File: src/rtl/alu_rot_seq.sv
// Bit-serial 16-bit rotate/shift unit: one bit per cycle, result valid amt+1 cycles after accept.
// Backpressure: the result is held in DONE until out_ready; no new request is taken until then.
module alu_rot_seq (
   input  logic        clk,
   input  logic        rst_n,
   input  logic        in_valid,
   output logic        in_ready,
   input  logic [15:0] src,
   input  logic [3:0]  amt,
   input  logic [1:0]  op,
   output logic        out_valid,
   input  logic        out_ready,
   output logic [15:0] res,
   output logic        carry,
   output logic        zero
);

   localparam logic [1:0] IDLE  = 2'd0;
   localparam logic [1:0] SHIFT = 2'd1;
   localparam logic [1:0] DONE  = 2'd2;

   localparam logic [1:0] OP_ROL = 2'b00;
   localparam logic [1:0] OP_SRL = 2'b01;
   localparam logic [1:0] OP_SRA = 2'b10;
   localparam logic [1:0] OP_SLL = 2'b11;

   logic [1:0]  state;
   logic [3:0]  cnt;
   logic [1:0]  op_q;
   logic [15:0] step_res;
   logic        step_carry;

   // res doubles as the working register, so it is stable whenever the FSM is not shifting
   always_comb begin
      step_res   = res;
      step_carry = 1'b0;
      case (op_q)
         OP_ROL: begin
            step_res   = {res[14:0], res[15]};
            step_carry = res[15];
         end
         OP_SRL: begin
            step_res   = {1'b0, res[15:1]};
            step_carry = res[0];
         end
         OP_SRA: begin
            step_res   = {res[15], res[15:1]};
            step_carry = res[0];
         end
         OP_SLL: begin
            step_res   = {res[14:0], 1'b0};
            step_carry = res[15];
         end
         default: begin
            step_res   = res;
            step_carry = 1'b0;
         end
      endcase
   end

   always_ff @(posedge clk or negedge rst_n) begin
      if (!rst_n) begin
         state <= IDLE;
         res   <= 16'h0000;
         carry <= 1'b0;
         cnt   <= 4'd0;
         op_q  <= OP_ROL;
      end else begin
         case (state)
            IDLE: begin
               if (in_valid) begin
                  res   <= src;
                  cnt   <= amt;
                  op_q  <= op;
                  carry <= 1'b0;
                  state <= (amt == 4'd0) ? DONE : SHIFT;
               end
            end
            SHIFT: begin
               res   <= step_res;
               carry <= step_carry;
               cnt   <= cnt - 4'd1;
               if (cnt == 4'd1) begin
                  state <= DONE;
               end
            end
            DONE: begin
               if (out_ready) begin
                  state <= IDLE;
               end
            end
            default: begin
               state <= IDLE;
            end
         endcase
      end
   end

   assign in_ready  = (state == IDLE);
   assign out_valid = (state == DONE);
   assign zero      = (res == 16'h0000);

endmodule
File: config.mk
export PLATFORM = sky130hd
export DESIGN_NAME = alu_rot_seq
export DESIGN_NICKNAME = d
export VERILOG_FILES = /design/src/rtl/alu_rot_seq.sv
export SDC_FILE = /design/constraint.sdc
export NUM_CORES = 1
export LEC_CHECK = 0
export ABC_AREA = 1
export CORE_UTILIZATION = 36
export CTS_CLUSTER_SIZE = 10
export DETAILED_ROUTE_END_ITERATION = 7
export SLEW_MARGIN = 20
export SYNTH_ARGS = -nofsm -noshare
export SYNTH_HDL_FRONTEND = slang
export SYNTH_SLANG_ARGS = --single-unit
File: constraint.sdc
create_clock -name clk -period 2.18 [get_ports clk]
set_input_delay 0.218 -clock clk [delete_from_list [all_inputs] [get_ports clk]]
set_output_delay 0.218 -clock clk [all_outputs]
set_load 0.005 [all_outputs]
# ---- Yosys cells after proc, flatten, opt, wreduce, memory -nomap -nowiden
# Index checks and enable logic that the tools add are counted.
dict set report totals {
  in_bits 26
  regBits 25
  word_cells 41
  output_inout_bits 20
}
dict set report op_classes {
  add_sub_neg 1
  muxes 13
  reduce_logical 11
  eq_ne 10
}
# op n
set op_table {}
lappend op_table {{$pmux 16 s4} 1}
lappend op_table {{$pmux 16 s2} 1}
lappend op_table {{$logic_not 16->1} 1}
lappend op_table {{$mux 16} 1}
lappend op_table {{$mux 2} 4}
lappend op_table {{$pmux 4 s2} 1}
lappend op_table {{$eq 2x2->1 const B} 3}
lappend op_table {{$ne 2x2->1 const B} 3}
lappend op_table {{$pmux 2 s3} 1}
lappend op_table {{$reduce_and 3->1} 2}
lappend op_table {{$eq 2x1->1 const B} 2}
lappend op_table {{$eq 4x1->1 const B} 1}
lappend op_table {{$logic_not 2->1} 2}
lappend op_table {{$logic_not 4->1} 1}
lappend op_table {{$mux 4} 1}
lappend op_table {{$pmux 1 s2} 2}
lappend op_table {{$reduce_and 2->1} 2}
lappend op_table {{$reduce_or 2->1} 2}
lappend op_table {{$sub 4x1->4 const B} 1}
lappend op_table {{$ne 2x1->1 const B} 1}
lappend op_table {{$reduce_bool 2->1} 1}
lappend op_table {{$mux 1} 1}

# ---- Longest topological paths before layout
dict set report logic_depth {
  word_depth 4
  depth_mapped 9
  mapped_depth_nobuf 8
}

# ---- Least setup slack after synthesis
# Ideal clock, no wire load.
dict set report synth_path {
  path_type {register to register}
  start {register op_q[0]}
  end {register res[4]}
  setup_time_ns 0.116
  period_less_slack_ns 1.347
  slack_ns 0.833
  t_required_ns 2.064
  arrival_ns 1.231
  path_stages_with_launch 10
  n_path_buf 1
  cell_sequence {dfrtp_1 inv_1 ha_1 inv_1 nand2_2 buf_4 nand2_1 nand3_1 nand2_1 nand2_1}
}
dict set report synth_via {
  elab_chain_len 3
  elab_cells_between_ends 6
  classes_between {eq/ne: 3; mux: 2; reduce/logical: 1}
}
# item line
set synth_rtl {}
lappend synth_rtl {{start: declaration} 29} ;# logic [1:0] op_q;
lappend synth_rtl {{start signal: assignment} 74} ;# op_q <= op;
lappend synth_rtl {{$eq 2x2->1 (tied with other cells)} 37} ;# case (op_q)
lappend synth_rtl {{$pmux 16 s4 *} 37}
lappend synth_rtl {{$pmux 16 s2 *} 69} ;# case (state)
lappend synth_rtl {{end signal: assignment} 72} ;# res <= src;
lappend synth_rtl {{end signal: assignment} 80} ;# res <= step_res;
lappend synth_rtl {{end: declaration} 13} ;# output logic [15:0] res,
# Mark *: on every way between the ends. The rest lies on a longest branch, timed or not.
# A chain may end at the register's enable or synchronous reset.

# ---- Worst setup path after layout
dict set report layout_path {
  start {register res[15]}
  end {output zero}
}
dict set report layout_via {
  elab_chain_len 1
}
# item line
set layout_rtl {}
lappend layout_rtl {{$logic_not 16->1} 101} ;# assign zero = (res == 16'h0000);
lappend layout_rtl {{end: declaration} 15} ;# output logic zero
# No other way between the ends.

==> metrics <==
vias in the first global route=1,541; synthesized cell area=0.00168 mm²; #FFs+latches synth=25; GR Layer Usage met3=2.02%; max-cap viol count=0; Initial Util=between 30% and 40%; Layout area overhead=29.9%; RR Startpoint=op_q[0]$_DFFE_PN0P_; global-route wire length before repair=7110 µm; RSZ-0062 raised after global routing=no; core area=around 0.0044 mm²; vias post-DR=1,598; iteration-0 DRC count of the detailed router=143; CTS tree=done; met1 layer usage reported by global route=between 20% and 30%; VDD IR max=0.000789 V; largest net degree at the start of global routing=34; CP Buf/Inv Count=1; proportion of layout cells with a drive suffix above 1=8.71%; worst-skew pair later-pin latency=0.27 ns; crit path launch=res[15]$_DFFE_PN0P_; Slew HR=68.3%; GRT busiest layer=met2; status=complete, no violations; Cell Rows=24; Yosys cell types=19; Setup WS pre-CTS=0.628 ns; top cell family by delay on the critical path=buffers and inverters; DRC viols=0; filler instances=around 460; root buffer cell=clkbuf_8; Worst path slowest cell=clkdlybuf4s50_1; Peak Freq=542 MHz; CP Launch Type=flip-flop; Synth Net Count=between 200 and 300; Post-DP HPWL=2900 µm; fin crit period=~1.8 ns; worst setup path class=flip-flop to output pin; final net count=320; Via density=between 4 and 5; sequential fraction of the synthesis area=37.3%; GR Util met2=28.8%; Max FO, Critical Path=6; Crit path largest cell delay=0.52 ns; post-synthesis instance total=245; H-tree depth=1; CP cell instances=nor2_1, nand4_1, nor2_1, clkdlybuf4s50_1; hold buffers post-CTS=0; Yosys Warn Count=0; Final setup viols=0; Crit path top cell by count=nor2_1; clock slew at reported path FFs=0.09 ns; Sum Neg Setup Slack=0 ns; total grt overflow=0; Worst-Margin Slew=0.475 ns; initial antenna violation count=0; Worst EP required=1.96 ns; max-slew violation count=0; Resize count post-CTS=0; Die Width=about 70 µm; crit path capture type=output pin; CTS buffer count=3; Power Dens Cells=1480 mW/mm²; Chip Height=70.2 µm; gr usage total=17.6%; WL/cell=around 12 µm; Routed Antenna Nets=0; syn avg cell area=6.84 µm²; final worst setup slack=0.335 ns; PortBufs=45; # diodes=0; WL final=between 4000 and 5000 µm; Clock Skew=0.00581 ns; P_leak=between 1 and 1.5 nW; routability cong.=about 0.8; DIE AREA=0.00493 mm²; IO Count=46; Post CTS Setup Buffer Count=0; clk sinks=25; Crit path arrival time=1.63 ns; number of iterations in the first detailed-routing pass=4; worst hold path type=input pin to asynchronous set/reset pin; fin crit share=between 80% and 90%; Max Buffers Root-to-Sink=2; Final Hold Viols=0
per-stage QoR:
stage / utilization (%) / total power (W) / std cells / hold WS, ns / cell area, µm²
CTS: 49.3 / 0.00327 / 339 / 0.329 / 2180
finish: 49.3 / 0.00323 / 339 / 0.315 / 2180
global route: 49.3 / 0.00361 / 339 / 0.346 / 2180
floorplan: - / 0.00233 / 245 / -0.0776 / 1680
detailed placement: 48.3 / 0.00297 / 335 / 0.484 / 2130
global placement: 48.3 / 0.00297 / 335 / 0.481 / 2130
cells in the mapped netlist:
cell type	instances	area share, %
nand2_4	2	1.3
xor2_1	1	0.52
nand2_2	2	0.75
nor2_2	12	4.5
inv_4	1	0.37
o21ai_0	13	3.9
nand4_1	2	0.75
inv_2	2	0.45
nor2_1	33	7.4
dfrtp_1	25	37
ha_1	6	4.5
nand3_1	34	10
buf_4	3	1.3
nand2_1	85	19
o211ai_1	1	0.45
a21oi_1	1	0.30
inv_1	15	3.4
buf_2	3	0.90
buf_6	4	2.7
metal layers:
metal  share of wire, %  wire, µm
met5                  0         0
met4               0.68        28
met3                4.8       196
met2                 46      1900
met1                 48      2000
cell type report:
type                            instances  area, µm²  share of cell area (%)
Clock buffer                            4       45.0                    2.07
Inverter                               18       70.1                    3.22
Multi-Input combinational cell        192        897                    41.2
Sequential cell                        25        626                    28.8
Tap cell                               52       65.1                    2.99
Timing Repair Buffer                   48        473                    21.7
flip-flops by register name, summed over array words and instances (netlist names):
register and flops:
res 16, cnt 4, op_q 2, state 2, carry 1
where the power goes:
group	internal (W)	total, W	switching, W
clock network	0.000131	0.000288	0.000157
logic	0.000840	0.00195	0.00111
registers	0.000707	0.000988	0.000281
worst register-to-register path: cells and delay by family (launching register included):
kind	cells	cell delay, ns
adders and majority gates	1	0.20
buffers and inverters	2	0.16
and+or+nand+nor	5	0.76
DFF	1	0.41
cell families (layout without fill, tap and decap cells):
logic type	Yosys count	after routing	share of synthesized area [%]
compound gates	15	15	4.63
buf+inv	28	70	9.11
fa+ha+maj	6	6	4.48
flops	25	25	37.3
simple gates	170	170	43.9
xor+xnor	1	1	0.523
placed cells by master, fill, tap and decap left out, types with 3 or more instances in the layout:
cell type        instances
nor2_1                  33
clkdlybuf4s50_1         45
clkbuf_8                 3
buf_4                    3
nor2_2                  12
nand3_1                 34
nand2_1                 85
ha_1                     6
dfrtp_1                 25
inv_1                   15
o21ai_0                 13
path summary, 6_finish.rpt:
kind                                             end  cells after the start  slack [ns]
worst max-delay path                            zero                      4        0.33
max in group asynchronous       state[1]$_DFFE_PN0P_                      2        1.59
worst max register to register    res[5]$_DFFE_PN0P_                      8        0.59
worst min register to register     carry$_DFFE_PN0P_                      2        0.50
min in group clk                 op_q[1]$_DFFE_PN0P_                      3        0.49
worst min-delay path              res[9]$_DFFE_PN0P_                      2        0.32
(Power assumes the default switching activity.)
==> RTL edit (same settings) <==
Reset style: synchronous (`rst_n`), changed in one clocked block.
--- a/src/rtl/alu_rot_seq.sv
+++ b/src/rtl/alu_rot_seq.sv
@@ -60,3 +60,3 @@
 
-   always_ff @(posedge clk or negedge rst_n) begin
+   always_ff @(posedge clk) begin
       if (!rst_n) begin
Behaviour: differs if rst_n is asserted again (counterexample within 4 cycles, from zero or initial values and one cycle with rst_n low); with rst_n held inactive, the same outputs for 10 cycles.
==> RTL edit against the unedited design <==
Global-route usage grew 2.4 points; area after synthesis fell by 7.2%; sequential cell count unchanged; final cell count is 0.59% lower; final area shrank 5.2%; worst setup slack got worse by 0.031 ns; wire length up 2.3%.
Power is not compared: it rests on default switching activity, and its combinational part moved more than twofold at a synthesized area within 25%.
==> RTL edit: results (changes against the unedited design) <==
| Metric | Value |
|---|---|
| Sequential share of the synthesized area | `32.21% (-5.1 points)` |
| Non-clk buf share | `23.30% (+1.6 points)` |
| Async set or reset register ratio after synthesis | `0% (-100 points)` |
| Number of distinct library cells after synthesis | `25 (+6)` |
| Synthesized area per cell | `6.343 µm² (-7.2%)` |
| Signed area change from the synthesized netlist to the final layout | `32.69%` |
| Worst slack after detailed placement | `0.6148 ns (-0.01289 ns)` |
| Ratio of routed vias to standard cells | `4.935 (+4.7%)` |
| Number of non-clock inverters | `16 (-2)` |
| Run status | `completed` |
| Vias in the first global route | `1517 (-1.6%)` |
| Number of clock buffers in the layout | `4 (unchanged)` |
| Biggest area contributors in the synthesized netlist | `sky130_fd_sc_hd__dfxtp_1, sky130_fd_sc_hd__nand2_1, sky130_fd_sc_hd__nand3_1, sky130_fd_sc_hd__nor2_1, sky130_fd_sc_hd__a21oi_1` |
| Slew at the pin closest to its max-slew limit | `0.4978 ns (+0.02283 ns)` |
| Multi-input logic area | `910.9 µm² (+1.5%)` |
| Pin count of the biggest net entering global routing | `35 (+2.9%)` |
| Startpoint of the worst register-to-register path | `op_q[0]$_SDFFE_PN0P_` |
| Biggest fanout along the worst timing path | `5 (-1)` |
| Kind of path behind the tightest hold check | `flip-flop to flip-flop` |
| Clock transition at the registers of the reported paths | `0.09 ns (about the same)` |
| Data arrival time of the critical path | `1.66 ns (+0.03 ns)` |
| Proportion of layout cells with a drive suffix above 1 | `5.575% (-3.1 points)` |
| FF+latch area | `500.5 µm² (-20%)` |
| Placed cell areas | `0.002017 mm² (-5.3%)` |
| Plain + repair buffers | `49 (+2.1%)` |
| Max Freq | `533.1 MHz (-1.6%)` |
| Critical path origin | `res[6]$_SDFFE_PN0P_` |
| Dpl cells | `333 (-0.60%)` |
| Compound-gate portion of the synthesized area | `11.19% (+6.6 points)` |
| Final std cells w/o fill | `337 (-0.59%)` |
| Most instantiated cells after synthesis | `sky130_fd_sc_hd__nand2_1, sky130_fd_sc_hd__nor2_1, sky130_fd_sc_hd__nand3_1` |
| Post-synth top area share | `32.21% (-5.1 points)` |
| Final GP Congestion | `0.7647 (-6.7%)` |
| Cell family contributing the most delay on the critical path | `simple AND/OR/NAND/NOR gates` |
| Final setup skew | `0.003244 ns (-0.002561 ns)` |
| Total routing usage reported by global routing | `20.00% (+2.4 points)` |
| Synthesized-area fraction occupied by xor and xnor cells | `0% (-0.52 points)` |
| Multi-input gate count | `193 (+0.52%)` |
| Post-Synthesis Cell Area | `0.001554 mm² (-7.2%)` |
| Number of inserted filler cells in the final layout | `436 (-4.2%)` |
| Adder and majority cell fraction of the synthesized area | `4.831% (+0.35 points)` |
| Wire length after detailed routing | `4220 µm (+2.3%)` |
| Drt first-iter violations | `203 (+42%)` |
| Skew-Pair Late Insertion Delay | `0.27 ns (about the same)` |
| Crit-path max cell delay | `0.50 ns (-0.02 ns)` |
| Detailed-placement wirelength estimate | `2927 µm (+0.86%)` |
RTL edit: changes by cell type after synthesis, sizes merged, moves of 4 or more:
cell / before / now
dfrtp: 25 / 0
dfxtp: 0 / 25
a21oi: 1 / 23
nand2: 89 / 69
nor4: 0 / 4
o21ai: 13 / 9
RTL edit: layer usage:
metal  vias up  track usage [%]  routed length (µm)  part of all wire (%)
met2        48            31.44                1853                    44
met1       731            27.30                2093                    50
met3         4            4.561                 242                   5.7
met4         0            4.787                  30                  0.71
li1        880                -                   -                     -
met5         -                0                   0                     0
RTL edit: worst paths after layout:
kind | endpoint | slack (ns) | cells past startpoint
max | zero | 0.30 | 4
min | carry$_SDFFE_PN0P_ | 0.47 | 2
max reg2reg | res[14]$_SDFFE_PN0P_ | 0.63 | 8
min reg2reg | carry$_SDFFE_PN0P_ | 0.47 | 2
